$ cat config.mk
export PLATFORM = sky130hd
export DESIGN_NAME = ibex_efpga_sched
export DESIGN_NICKNAME = d
export VERILOG_FILES = /design/src/rtl/ibex_efpga_sched.sv
export SDC_FILE = /design/constraint.sdc
export NUM_CORES = 1
export LEC_CHECK = 0
export BUFFER_PORTS_ARGS = -buffer_cell sky130_fd_sc_hd__clkbuf_2
export CORE_MARGIN = 4
export CORE_UTILIZATION = 43
export DETAILED_ROUTE_END_ITERATION = 12
export PLACE_DENSITY_LB_ADDON = 0.05
export SLEW_MARGIN = 20
export SYNTH_ARGS = -nofsm -noshare
export SYNTH_HDL_FRONTEND = slang
export SYNTH_SLANG_ARGS = --single-unit
export TNS_END_PERCENT = 5
$ cat constraint.sdc
create_clock -name clk -period 2 [get_ports clk]
set_input_delay 0.2 -clock clk [delete_from_list [all_inputs] [get_ports clk]]
set_output_delay 0.2 -clock clk [all_outputs]
set_load 0.005 [all_outputs]
$ cat src/rtl/ibex_efpga_sched.sv
`default_nettype none
// ============================================================================
//  Module   : ibex_efpga_sched
//  Purpose  : Round-robin scheduler that shares one eFPGA accelerator between
//             NUM_REQ requesters. It issues one operation per grant, waits
//             for the accelerator's ready pulse under a watchdog, and returns
//             the result or a timeout error to the granted requester.
//  Revision : 1.0 - initial release
// ============================================================================
module ibex_efpga_sched #(
  parameter int NUM_REQ = 2,
  parameter int TIMEOUT = 32
) (
  input  logic                   clk,
  input  logic                   rst_n,
  input  logic [NUM_REQ-1:0]     req_i,
  input  logic [2*NUM_REQ-1:0]   req_op_i,
  input  logic [4*NUM_REQ-1:0]   req_delay_i,
  output logic [NUM_REQ-1:0]     gnt_o,
  output logic [NUM_REQ-1:0]     rsp_valid_o,
  output logic [31:0]            rsp_data_o,
  output logic                   rsp_err_o,
  output logic                   busy_o,
  output logic                   efpga_en_o,
  output logic [1:0]             efpga_operator_o,
  output logic [3:0]             efpga_delay_o,
  input  logic                   efpga_ready_i,
  input  logic [31:0]            efpga_result_i
);

  localparam int c_IDX_W = $clog2(NUM_REQ);
  localparam int c_SUM_W = c_IDX_W + 1;
  localparam int c_CNT_W = $clog2(TIMEOUT);
  localparam logic [c_IDX_W-1:0] c_LAST_RST = c_IDX_W'(NUM_REQ - 1);
  localparam logic [c_CNT_W-1:0] c_CNT_MAX  = c_CNT_W'(TIMEOUT - 1);

  typedef enum logic [2:0] {
    S_IDLE  = 3'd0,
    S_ISSUE = 3'd1,
    S_WAIT  = 3'd2,
    S_RESP  = 3'd3,
    S_DRAIN = 3'd4
  } state_t;

  state_t               r_state;
  logic [c_IDX_W-1:0]   r_last;
  logic [c_IDX_W-1:0]   r_owner;
  logic [c_CNT_W-1:0]   r_cnt;

  logic                 w_found;
  logic [c_IDX_W-1:0]   w_winner;
  logic [c_SUM_W-1:0]   w_idx;
  logic [NUM_REQ-1:0]   w_gnt;
  logic [1:0]           w_op;
  logic [3:0]           w_dly;

  // Round-robin search: first requester found starting just above the last winner.
  always_comb begin
    w_found  = 1'b0;
    w_winner = '0;
    w_idx    = '0;
    for (int k = 1; k <= NUM_REQ; k++) begin
      w_idx = {1'b0, r_last} + c_SUM_W'(k);
      if (w_idx >= c_SUM_W'(NUM_REQ)) begin
        w_idx = w_idx - c_SUM_W'(NUM_REQ);
      end
      if (!w_found && req_i[w_idx[c_IDX_W-1:0]]) begin
        w_found  = 1'b1;
        w_winner = w_idx[c_IDX_W-1:0];
      end
    end
  end

  // Grant is combinational in the IDLE cycle; suppressed while reset is asserted.
  always_comb begin
    w_gnt = '0;
    if (rst_n && (r_state == S_IDLE) && w_found) begin
      w_gnt[w_winner] = 1'b1;
    end
  end

  assign gnt_o  = w_gnt;
  assign busy_o = (r_state != S_IDLE);
  assign w_op   = req_op_i[{w_winner, 1'b0} +: 2];
  assign w_dly  = req_delay_i[{w_winner, 2'b00} +: 4];

  // Transaction FSM with registered accelerator and response outputs.
  always_ff @(posedge clk) begin
    if (!rst_n) begin
      r_state          <= S_IDLE;
      r_last           <= c_LAST_RST;
      r_owner          <= '0;
      r_cnt            <= '0;
      rsp_valid_o      <= '0;
      rsp_data_o       <= '0;
      rsp_err_o        <= 1'b0;
      efpga_en_o       <= 1'b0;
      efpga_operator_o <= '0;
      efpga_delay_o    <= '0;
    end else begin
      efpga_en_o  <= 1'b0;
      rsp_valid_o <= '0;
      case (r_state)
        S_IDLE: begin
          if (w_found) begin
            r_owner          <= w_winner;
            r_last           <= w_winner;
            efpga_operator_o <= w_op;
            efpga_delay_o    <= w_dly;
            efpga_en_o       <= 1'b1;
            r_state          <= S_ISSUE;
          end
        end
        S_ISSUE: begin
          r_cnt   <= '0;
          r_state <= S_WAIT;
        end
        S_WAIT: begin
          // A ready arriving in the last watchdog cycle still counts as good.
          if (efpga_ready_i) begin
            rsp_data_o           <= efpga_result_i;
            rsp_err_o            <= 1'b0;
            rsp_valid_o[r_owner] <= 1'b1;
            r_state              <= S_RESP;
          end else if (r_cnt == c_CNT_MAX) begin
            rsp_data_o           <= '0;
            rsp_err_o            <= 1'b1;
            rsp_valid_o[r_owner] <= 1'b1;
            r_state              <= S_RESP;
          end else begin
            r_cnt <= r_cnt + c_CNT_W'(1);
          end
        end
        S_RESP: begin
          // After a timeout the late ready must be swallowed before reuse;
          // if it lands right here there is nothing left to drain.
          if (!rsp_err_o || efpga_ready_i) begin
            r_state <= S_IDLE;
          end else begin
            r_state <= S_DRAIN;
          end
        end
        S_DRAIN: begin
          if (efpga_ready_i) begin
            r_state <= S_IDLE;
          end
        end
        default: r_state <= S_IDLE;
      endcase
    end
  end

endmodule
`default_nettype wire
After elaboration in Yosys (flattened, before gate mapping)
Index checks and enable logic that the tools add are counted.

Logic and storage cells: 84. Register bits: 52. Input bits: 49. Output and inout port bits: 45.

Magnitude comparators: 8. Eq/ne operators: 10. Shifts and indexed selects: 2. $add $sub $neg: 5. Multiplexer cells: 31. Reduce and logical (&&, ||, !) cells: 18.

Operators by type and width (number): $mux 32 (2); $mux 1 (15); $mux 3 (5); $pmux 3 s5 (1); $mux 5 (2); $pmux 5 s2 (1); $lt 1x2->1 const B (4); $ne 2x2->1 const B (4); $reduce_and 2->1 (4); $shiftx 8x4->4 (1); $eq 3x2->1 const B (2); $mux 2 (3); $reduce_and 3->1 (2); $add 5x1->5 const B (1); $eq 5x5->1 const B (1); $logic_and 1x1->1 (5); $ge 2x2->1 const B (2); $reduce_bool 2->1 (2); $shiftx 4x3->2 (1); $eq 3x1->1 const B (1); $eq 3x3->1 const B (1); $logic_not 3->1 (1); $ne 3x3->1 const B (1); $reduce_bool 3->1 (1); 7 further kinds (11).

Longest topological paths before layout
Word-level depth: 14. Depth in mapped cells: 7. Depth with buffers taken out: 6.

Least setup slack after synthesis
OpenSTA, ideal clock, no wires.

Kind: flip-flop to flip-flop. Start: register r_cnt[0]. End: register r_cnt[1]. Arrival time: 1.633 ns. Required time: 1.883 ns. Stages on the path, launching flop included: 7. Path buffers: 0. Path slack: 0.250 ns. Path through: dfxtp_1 -> ha_1 -> and3_1 -> ha_1 -> nor4b_2 -> o21bai_1 -> a32o_2.

Cells in the longest elaborated chain, start to end: 4. Elaborated cells between the ends (all ways): 7. Those cells by class: 1 x add/sub; 2 x eq/ne; 3 x mux; 1 x reduce/logical.

Ends and longest elaborated chain: start: declaration (RTL line 48) `logic [c_CNT_W-1:0] r_cnt;`; start signal: assignment (RTL line 131) `r_cnt <= r_cnt + c_CNT_W'(1);`; $add 5x1->5 (RTL line 131); $mux 5 (RTL line 125) `end else if (r_cnt == c_CNT_MAX) begin`; $mux 5 (RTL line 120) `if (efpga_ready_i) begin`; $pmux 5 s2 (RTL line 103) `case (r_state)`.

Parallel ways exist; a longest one is shown, timed or not. The select of a mux whose other input is x is not followed. A chain may end at the register's enable or synchronous reset.

Worst setup path after layout
Start: register r_cnt[0]. End: register r_cnt[4].

The elaborated chain is that of the path after synthesis.

==> qor.yml <==
final_cell_mix: "clkbuf_2, dfxtp_1, a21oi_1"
grt_pass1_wl_um: 8630
cts_buffers: 5
setup_ws_ns: 0.132
cts_resized: 0
crit_path_frequent_cell: "ha_1"
n_antenna_cell: 0
cts-root-buf: "clkbuf_8"
clkLatencyLatePin_ns: 0.31
crit_family: "simple AND/OR/NAND/NOR gates"
place_congestion: 0.723
critPathSlowestCell: "dfxtp_1"
slowest_delay_ns: 0.35
vdd_drop_max_v: 0.000378
required_ns: 2.19
ys_ff_latch: 52
wl_um: 5360
core_um2: 4850
dr.pass1.iters: 4
final-max-slew-violation-count: 0
path_class: "reg -> reg"
timing.final.crit_share: 0.934
syn_nets: 295
synth.distinct_cells: 45
cts_hold_buffers: 0
via_per_inst: 4.99
reg2reg_depth: 6
finalHoldViolations: 0
avgSynthCellArea_um2: 9.00
synthCells: 244
outcome: "complete, no violations"
critical_path_buf_inv_count: 0
clk_path_buf_depth: 2
htree_levels: 2
finClkSkew_ns: 0.0126
async_flop_share: 0
io_buffers: 93
grt_setup_unrepaired: "false"
fin_crit_ns: 1.87
min_path_cells: 3
final_common_cell: "clkbuf_2"
ios: 94
wl_per_cell_um: 13.5
hold_path.class: "in -> reg"
synth-edff-count: 0
syn-cell-area_um2: 2200
cp.depth: 6
cap_violations: 0
grt_pass1_vias: 1877
crit_chain: "ha_1 > and3_1 > ha_1 > nor4b_2 > o21bai_1 > a32o_2"
drc: 0
clkTransAtPathRegs_ns: 0.09
worstMarginPinSlew_ns: 0.629
grt.total_usage: 0.170
ys.flop_type: "dfxtp_1"
place_hpwl_um: 3760
grt_max_degree: 38
grt-ovfl-total: 0
crit_fanout: 5
nNetsFinal: 379
fin_tns_setup_ns: 0
max_freq_mhz: 535
dieArea_um2: 6320
place_ws_ns: 0.136
start_util: 0.453
yosysSeqAreaShare: 0.474
cp_data_arrival_time_ns: 2.06
cts_tree: "built"
antenna_found_initial: 0
power_density_nw_per_um2: 823
p_leak_nw: 1.18
worstSetupEndpointType: "register"
finalPower_mw: 2.29
post-cts-setup-buffers: 0
start_kind: "register"
rows: 25
ys_warn_count: 0
num_vias: 1977
die_height_um: 79.5
syn_to_final_growth_pct: 26.4
slew-limit-headroom: 0.580
setup_viol: 0
cts_num_sinks: 52
die_x_um: 79.5
antenna_left: 0
drt_iter0_drc: 101
fin_util: 0.573
layout-drive-gt1-share: 0.374
[cell type report]
class / instances / area (µm²)
sequential: 52 / 1040
inverter: 5 / 18.8
clock inverter: 2 / 38.8
multi-input combinational: 166 / 1010
timing repair buffer: 98 / 503
fill: 453 / 2070
clock buffer: 6 / 82.6
tap: 67 / 83.8
[stage by stage]
| step | instances | hold WS (ns) | area, µm² |
|---|---|---|---|
| 3_5_place_dp | 388 | 0.432 | 2660 |
| 2_1_floorplan | 244 | 0.335 | 2200 |
| 3_3_place_gp | 388 | 0.431 | 2660 |
| 5_1_grt | 396 | 0.0989 | 2780 |
| 6_report | 396 | 0.112 | 2780 |
| 4_1_cts | 396 | 0.101 | 2780 |
[flip-flops by register name (all words and copies together), names as in the netlist]
signal / flops
efpga_operator_o: 2
r_cnt: 5
efpga_delay_o: 4
r_last: 1
r_owner: 1
efpga_en_o: 1
rsp_data_o: 32
rsp_err_o: 1
r_state: 3
rsp_valid_o: 2
[final timing paths]
kind	startpoint	end	slack, ns
max reg2reg	r_cnt[0]	r_cnt[4]	0.13
max	r_cnt[0]	r_cnt[4]	0.13
min reg2reg	rsp_data_o[15]	rsp_data_o[15]	0.47
min	efpga_result_i[20]	rsp_data_o[20]	0.11
[kinds of logic after synthesis]
family / synth area share
compound gates: 0.265
simple gates: 0.174
flops: 0.474
buf+inv: 0.0666
fa+ha+maj: 0.0114
xor+xnor: 0.00399
mux: 0.00456
[layer usage]
metal,routed length (µm),GRT usage
met3,361,0.0497
met5,0,0
met1,2530,0.213
met4,73,0.0619
met2,2400,0.277
[power by group]
group | switching (mW) | total (mW) | internal (mW)
sequential | 0.0534 | 1.15 | 1.10
combinational | 0.208 | 0.378 | 0.169
clock | 0.348 | 0.757 | 0.410
[worst reg2reg max path, delay by kind of cell, from the launching register on]
family | cells | cell delay (ns)
AOI/OAI and AO/OA | 2 | 0.42
DFF | 1 | 0.35
and+or+nand+nor | 2 | 0.51
adders and majority gates | 2 | 0.50
[Yosys cell counts (all sizes together) (2+ instances only)]
cell type / count / area [µm²]
nand2b: 2 / 12.5
o32a: 6 / 60.1
nand3b: 2 / 15.0
a32o: 2 / 22.5
nand2: 35 / 131
o221a: 6 / 67.6
o21ai: 36 / 195
nand3: 2 / 10.0
nor4: 2 / 25.0
inv: 5 / 18.8
dfxtp: 52 / 1040
buf: 16 / 109
ha: 2 / 25.0
or3b: 3 / 26.3
nor2: 8 / 40.0
nor3: 5 / 35.0
clkbuf: 5 / 18.8
nor3b: 2 / 15.0
a21oi: 36 / 180
No activity file was read; power rests on OpenSTA's default activity.
